[src/rtl/avalon_bus_arbiter_pkg.sv]
// ---------------------------------------------------------------------------
// avalon_bus_arbiter_pkg
// Shared core bus types for the two-master / one-slave Avalon-MM arbiter:
//   avalon_req_t  - command from a master (read, write, address, data, BE)
//   avalon_resp_t - response to a master (readdata, readdatavalid, waitrequest)
//   state_t       - arbiter FSM states
//   req_active()  - a request is present when read or write is high
// ---------------------------------------------------------------------------
package avalon_bus_arbiter_pkg;

  typedef struct packed {
    logic        read;
    logic        write;
    logic [31:0] address;
    logic [31:0] writedata;
    logic [3:0]  byteenable;
  } avalon_req_t;

  typedef struct packed {
    logic [31:0] readdata;
    logic        readdatavalid;
    logic        waitrequest;
  } avalon_resp_t;

  typedef enum logic [1:0] {
    ST_IDLE    = 2'd0,
    ST_HOLD    = 2'd1,
    ST_WAIT_RD = 2'd2
  } state_t;

  function automatic logic req_active(input avalon_req_t r);
    return r.read | r.write;
  endfunction

endpackage

[src/rtl/avalon_bus_arbiter_if.sv]
// ---------------------------------------------------------------------------
// avalon_bus_arbiter_if
// Bundles every bus signal around the arbiter.
//   m0_avalon_req/resp : requester 0 (instruction bus)
//   m1_avalon_req/resp : requester 1 (data bus, LSU)
//   s_avalon_req/resp  : shared memory port
//   busy               : arbiter is not in IDLE
//   state_dbg          : current FSM state, for observation only
// Modports:
//   slave  - the arbiter's view (it is the slave of both requesters)
//   master - the environment's view (requesters plus the memory model)
//
// Handshake: a command is transferred on a rising edge where read or write
// is high and waitrequest is low; the requester must hold the command stable
// while waitrequest is high. Read data returns later, qualified by
// readdatavalid, with at most one read outstanding.
// ---------------------------------------------------------------------------
interface avalon_bus_arbiter_if;
  import avalon_bus_arbiter_pkg::*;

  avalon_req_t  m0_avalon_req;
  avalon_resp_t m0_avalon_resp;
  avalon_req_t  m1_avalon_req;
  avalon_resp_t m1_avalon_resp;
  avalon_req_t  s_avalon_req;
  avalon_resp_t s_avalon_resp;
  logic         busy;
  state_t       state_dbg;

  modport slave (
    input  m0_avalon_req, m1_avalon_req, s_avalon_resp,
    output m0_avalon_resp, m1_avalon_resp, s_avalon_req, busy, state_dbg
  );

  modport master (
    output m0_avalon_req, m1_avalon_req, s_avalon_resp,
    input  m0_avalon_resp, m1_avalon_resp, s_avalon_req, busy, state_dbg
  );

endinterface

[src/rtl/avalon_bus_arbiter_rr_arbiter2.sv]
// ---------------------------------------------------------------------------
// rr_arbiter2
// Two-request priority pick, purely combinational.
//   req_i[1:0] : request per port
//   last_i     : index of the port granted last
//   gnt_o[1:0] : one-hot grant (all zero when nothing requests)
// With both requesting: RR_EN=1 grants the port not granted last,
// RR_EN=0 always grants port 0.
// ---------------------------------------------------------------------------
module rr_arbiter2 #(
  parameter bit RR_EN = 1'b1
) (
  input  logic [1:0] req_i,
  input  logic       last_i,
  output logic [1:0] gnt_o
);

  always_comb begin
    gnt_o = 2'b00;
    case (req_i)
      2'b01:   gnt_o = 2'b01;
      2'b10:   gnt_o = 2'b10;
      2'b11:   gnt_o = (RR_EN && !last_i) ? 2'b10 : 2'b01;
      default: gnt_o = 2'b00;
    endcase
  end

endmodule

[src/rtl/avalon_bus_arbiter.sv]
// ---------------------------------------------------------------------------
// avalon_bus_arbiter
// Shares one Avalon-MM memory port between two requesters with zero added
// command latency and a single outstanding read.
//   clk, rst : clock and synchronous active-high reset
//   bus      : avalon_bus_arbiter_if.slave (m0/m1 request+response,
//              shared memory request+response, busy, state_dbg)
// Parameter RR_EN: 1 = round-robin tie break, 0 = fixed priority to port 0.
// FSM: IDLE (arbitrate), HOLD (command stalled, grant locked),
//      WAIT_RD (read accepted, waiting for readdatavalid).
// ---------------------------------------------------------------------------
module avalon_bus_arbiter
  import avalon_bus_arbiter_pkg::*;
#(
  parameter bit RR_EN = 1'b1
) (
  input logic                 clk,
  input logic                 rst,
  avalon_bus_arbiter_if.slave bus
);

  state_t      state_q, state_d;
  logic        owner_q, owner_d;
  logic        last_q,  last_d;

  logic [1:0]  req_vec;
  logic [1:0]  gnt;
  logic        grant_vld;
  logic        grant_idx;
  avalon_req_t fwd_req;

  // Only IDLE arbitrates; HOLD reuses the locked owner, WAIT_RD grants none.
  assign req_vec = (state_q == ST_IDLE)
                 ? {req_active(bus.m1_avalon_req), req_active(bus.m0_avalon_req)}
                 : 2'b00;

  rr_arbiter2 #(.RR_EN(RR_EN)) u_pick (
    .req_i  (req_vec),
    .last_i (last_q),
    .gnt_o  (gnt)
  );

  assign grant_vld = (state_q == ST_HOLD) | (|gnt);
  assign grant_idx = (state_q == ST_HOLD) ? owner_q : gnt[1];
  assign fwd_req   = !grant_vld ? '0
                   : (grant_idx ? bus.m1_avalon_req : bus.m0_avalon_req);

  // State register
  always_ff @(posedge clk) begin
    if (rst) begin
      state_q <= ST_IDLE;
      owner_q <= 1'b0;
      last_q  <= 1'b1;
    end else begin
      state_q <= state_d;
      owner_q <= owner_d;
      last_q  <= last_d;
    end
  end

  // Next-state logic
  always_comb begin
    state_d = state_q;
    owner_d = owner_q;
    last_d  = last_q;
    case (state_q)
      ST_IDLE: begin
        if (grant_vld) begin
          owner_d = grant_idx;
          if (!bus.s_avalon_resp.waitrequest) begin
            last_d  = grant_idx;
            state_d = fwd_req.read ? ST_WAIT_RD : ST_IDLE;
          end else begin
            state_d = ST_HOLD;
          end
        end
      end
      ST_HOLD: begin
        // If the owner illegally dropped its command, fwd_req is all-zero
        // and we still fall back to IDLE on the next non-stalled cycle.
        if (!bus.s_avalon_resp.waitrequest) begin
          if (req_active(fwd_req)) last_d = owner_q;
          state_d = fwd_req.read ? ST_WAIT_RD : ST_IDLE;
        end
      end
      ST_WAIT_RD: begin
        if (bus.s_avalon_resp.readdatavalid) state_d = ST_IDLE;
      end
      default: state_d = ST_IDLE;
    endcase
  end

  // Output logic
  always_comb begin
    bus.s_avalon_req = fwd_req;

    bus.m0_avalon_resp.readdata      = bus.s_avalon_resp.readdata;
    bus.m1_avalon_resp.readdata      = bus.s_avalon_resp.readdata;
    bus.m0_avalon_resp.waitrequest   = (grant_vld && !grant_idx)
                                     ? bus.s_avalon_resp.waitrequest : 1'b1;
    bus.m1_avalon_resp.waitrequest   = (grant_vld && grant_idx)
                                     ? bus.s_avalon_resp.waitrequest : 1'b1;
    // readdatavalid outside WAIT_RD belongs to no live read and is dropped.
    bus.m0_avalon_resp.readdatavalid = (state_q == ST_WAIT_RD) && !owner_q
                                     && bus.s_avalon_resp.readdatavalid;
    bus.m1_avalon_resp.readdatavalid = (state_q == ST_WAIT_RD) && owner_q
                                     && bus.s_avalon_resp.readdatavalid;

    bus.busy      = (state_q != ST_IDLE);
    bus.state_dbg = state_q;
  end

endmodule

[src/flat_wrapper.sv]
// flat-port wrapper written by rule: the top's interface ports become plain ports
module avalon_bus_arbiter_flat import avalon_bus_arbiter_pkg::*;
#(
  parameter bit RR_EN = 1'b1
)
  (clk, rst, bus_m0_avalon_req, bus_m1_avalon_req, bus_s_avalon_resp, bus_m0_avalon_resp, bus_m1_avalon_resp, bus_s_avalon_req, bus_busy, bus_state_dbg);
  avalon_bus_arbiter_if bus_i ();
  input logic clk;
  input logic rst;
  input wire logic [$bits(bus_i.m0_avalon_req)-1:0] bus_m0_avalon_req;
  input wire logic [$bits(bus_i.m1_avalon_req)-1:0] bus_m1_avalon_req;
  input wire logic [$bits(bus_i.s_avalon_resp)-1:0] bus_s_avalon_resp;
  output wire logic [$bits(bus_i.m0_avalon_resp)-1:0] bus_m0_avalon_resp;
  output wire logic [$bits(bus_i.m1_avalon_resp)-1:0] bus_m1_avalon_resp;
  output wire logic [$bits(bus_i.s_avalon_req)-1:0] bus_s_avalon_req;
  output wire logic [$bits(bus_i.busy)-1:0] bus_busy;
  output wire logic [$bits(bus_i.state_dbg)-1:0] bus_state_dbg;
  assign bus_i.m0_avalon_req = bus_m0_avalon_req;
  assign bus_i.m1_avalon_req = bus_m1_avalon_req;
  assign bus_i.s_avalon_resp = bus_s_avalon_resp;
  assign bus_m0_avalon_resp = bus_i.m0_avalon_resp;
  assign bus_m1_avalon_resp = bus_i.m1_avalon_resp;
  assign bus_s_avalon_req = bus_i.s_avalon_req;
  assign bus_busy = bus_i.busy;
  assign bus_state_dbg = bus_i.state_dbg;
  avalon_bus_arbiter #(.RR_EN(RR_EN)) u_core (.clk(clk), .rst(rst), .bus(bus_i));
endmodule
[config.mk]
export PLATFORM = sky130hd
export DESIGN_NAME = avalon_bus_arbiter_flat
export DESIGN_NICKNAME = d
export VERILOG_FILES = /design/src/rtl/avalon_bus_arbiter_pkg.sv /design/src/rtl/avalon_bus_arbiter_if.sv /design/src/rtl/avalon_bus_arbiter_rr_arbiter2.sv /design/src/rtl/avalon_bus_arbiter.sv /design/src/flat_wrapper.sv
export SDC_FILE = /design/constraint.sdc
export NUM_CORES = 1
export LEC_CHECK = 0
export BUFFER_PORTS_ARGS = -buffer_cell sky130_fd_sc_hd__clkbuf_2
export CAP_MARGIN = 40
export CORE_AREA = 3 3 122 124
export DETAILED_ROUTE_END_ITERATION = 6
export DIE_AREA = 0 0 125 127
export SKIP_LAST_GASP = 1
export SYNTH_ARGS = -nofsm -noshare
export SYNTH_HDL_FRONTEND = slang
export SYNTH_SLANG_ARGS = --single-unit
export TNS_END_PERCENT = 100
[constraint.sdc]
create_clock -name clk -period 2.2 [get_ports clk]
set_clock_uncertainty 0.1 [all_clocks]
set_input_delay 0.44 -clock clk [delete_from_list [all_inputs] [get_ports clk]]
set_output_delay 0.44 -clock clk [all_outputs]
set_load 0.05 [all_outputs]
==> results.cfg <==
[power_and_ir_drop]
power_w = 0.00279
peakVddDrop_uv = 458
pwr-share-seq = 0.030
switching_power_w = 0.00139
p_comb_frac = 0.867
pwr-share-clk = 0.102
power_density_nw_per_um2 = 750
p_int_w = 0.00140
p_leak_nw = 1.96
switching_share = 0.498

[timing]
max_freq_mhz = 409
tightest_slew_ns = 0.293
setup_violations = 70
slew_violations = 0
final-hold-violation-count = 0
relSlewSlack = 0.805
finalWorstSetupSlack_ns = -0.247
post-route-period-util = 1.11
rsz0062_at_grt = yes
period_needed_ns = 2.45
hold_ws_ns = 0.351

[global_route]
grt-ovfl-total = 0
grt_pass1_wl_um = 11600
grt_pass1_vias = 2312
antenna_found_initial = 0
grt_use_total = 0.0867
grt_start_max_net_pins = 36

[critical_path]
reg2reg_depth = 7
worstReg2RegEnd = u_core.last_q$_SDFFE_PP1P_
worstPathRequired_ns = 1.66
slowest_delay_ns = 0.33
crit_path_end = bus_s_avalon_req[39]
critPathArrivalTime_ns = 1.91
reg2reg_from = u_core.bus.state_dbg[0]$_SDFFE_PP0P_
startpoint_type = register
endpoint_kind = output pin
slowest_stage = dfxtp_4
cp-startpoint = u_core.bus.state_dbg[0]$_SDFFE_PP0P_
path_cells = buf_4, nand3b_1, o31ai_4, buf_4, nor2_4, buf_12, a22o_2, clkbuf_4
reg2reg_slack_ns = 0.16
critical_path_class = reg -> out
path_common_cell = buf_4
crit_fanout = 35

[placement]
port_buffers = 220
dp_hpwl_um = 6150
place_congestion = 0.732
postPlaceCellArea_um2 = 3090

[floorplanning]
die_x_um = 125
initial_core_util = 0.102
dieHeight_um = 127
die_area_um2 = 15900
ios = 317
rows = 43
core_area_um2 = 13900

[synth]
synthFlopType = dfxtp_1
synth-seq-cells = 4
syn-num-nets = 359
synth.top_cell.area_share = 0.426
synth_edf_count = 0
syn_inst = 183
ys_top_cells_by_area = a22o_1 (43%), buf_4 (34%), dfxtp_1 (5.6%)
synth_cell_types = 25
yosysWarnings = 0
async_reset_ff_frac = 0
synth_area_leader_cell = a22o_1
synth-seq-area-share = 0.0564
synthesis.area_um2 = 1420
syn_area_per_cell_um2 = 7.75
synth_common_cells = a22o_1 (69), buf_4 (64), clkbuf_1 (13)
yosys.cell_count.top_type = a22o_1

[cells_and_area]
diodes = 0
postLayoutCoreUtil = 0.268
final_nets = 532
area_delta_synth_final_pct = 162
stdcell_area_um2 = 3720
drive_gt1_frac = 0.927

[routing]
avgViaCountPerCell = 3.95
vias = 2110
wl_per_cell_um = 14.2
final_antenna_net_count = 0
drt_iter0_drc = 52
drcViolationCount = 0
wirelength_um = 7600
drt-pass1-iter-count = 4

[outcome]
failed_checks = setup timing
status = complete, but fails checks

[clock_network]
clock-sinks = 4
clk_pin_slew_worst_paths_ns = 0.03
cts_buffer_depth = 2
cts_made_buffers = 3
clock_latency_ns = 0.23
cts_hold_buffers = 0
cts_tree = built
root_buffer = clkbuf_16
htreeDepth = 1

[job]
cap_violations = 0

[hold_path]
hold_path.class = in -> reg
-- area by class of cell --
class	count	area, um2
Clock buffer	3	75.1
Fill cell	1454	10200
Inverter	2	7.51
Multi-Input combinational cell	98	1270
Sequential cell	4	87.6
Tap cell	180	225
Timing Repair Buffer	247	2050
-- power groups by stage --
stage               Sequential, W  Clock (W)  Combinational (W)
global route            0.0000857   0.000296            0.00252
detailed placement      0.0000857          0            0.00210
finish                  0.0000846   0.000286            0.00242
floorplan               0.0000960          0            0.00178
CTS                     0.0000850   0.000291            0.00242
global placement        0.0000857          0            0.00210
-- state kept, by name, indices dropped and copies added, names as in the netlist --
signal,count
u_core.bus.state_dbg,2
u_core.last_q,1
u_core.owner_q,1
-- repair_timing --
| action | 4_1_cts | 5_1_grt |
|---|---|---|
| setup endpoints to repair | 72 | 72 |
| resized for setup | 117 | 6 |
| pin swaps | 0 | 0 |
| buffers inserted | 1 | 2 |
-- cell usage in the layout, fill, tap and decap left out, drive strengths merged --
cell / count
a22oi: 1
nor2b: 3
inv: 2
dfxtp: 4
nor2: 8
nand3b: 1
a31o: 1
nor3b: 1
buf: 43
a2111o: 1
o21a: 1
a21oi: 1
mux2i: 1
mux2: 1
or3: 1
o31ai: 1
a22o: 69
or2: 1
clkbuf: 207
nand2: 2
o21ai: 2
nand3: 1
and3: 1
-- per-stage QoR --
stage               setup TNS (ns)  setup WS (ns)  std cells
floorplan                    -8.56         -0.165        183
global placement            -15.87         -0.257        528
detailed placement          -16.70         -0.268        528
CTS                         -15.33         -0.255        532
global route                -19.82         -0.346        534
finish                      -13.73         -0.247        534
-- critical path, delay by kind of cell (launching register included) --
| family | cells | cell delay, ns |
|---|---|---|
| flops | 1 | 0.33 |
| compound gates | 2 | 0.29 |
| simple gates | 2 | 0.29 |
| buf+inv | 4 | 0.73 |
-- metal layers --
metal  track usage  wire (um)
met5             0          0
met4        0.0306        235
met3        0.0263        853
met2         0.170       4120
met1        0.0864       2390
-- worst min path at each step --
stage | slack (ns) | startpoint | endpoint | cells past startpoint
2_1_floorplan | 0.38 | u_core.last_q$_SDFFE_PP1P_ | u_core.last_q$_SDFFE_PP1P_ | 2
3_3_place_gp | 0.43 | u_core.last_q$_SDFFE_PP1P_ | u_core.last_q$_SDFFE_PP1P_ | 2
3_5_place_dp | 0.44 | u_core.last_q$_SDFFE_PP1P_ | u_core.last_q$_SDFFE_PP1P_ | 2
4_1_cts | 0.34 | rst | u_core.bus.state_dbg[0]$_SDFFE_PP0P_ | 2
5_1_grt | 0.37 | rst | u_core.owner_q$_SDFFE_PP0P_ | 2
6_report | 0.35 | rst | u_core.bus.state_dbg[0]$_SDFFE_PP0P_ | 2
-- cells by family (layout without fill, tap and decap cells) --
logic type,count (synthesis),after routing,synth area share
buffers and inverters,81,252,0.385
AND/OR/NAND/NOR,19,19,0.0670
multiplexers,2,2,0.0150
AO/OA/AOI/OAI,77,77,0.476
flip-flops,4,4,0.0564
No activity file was read; power rests on OpenSTA's default activity.
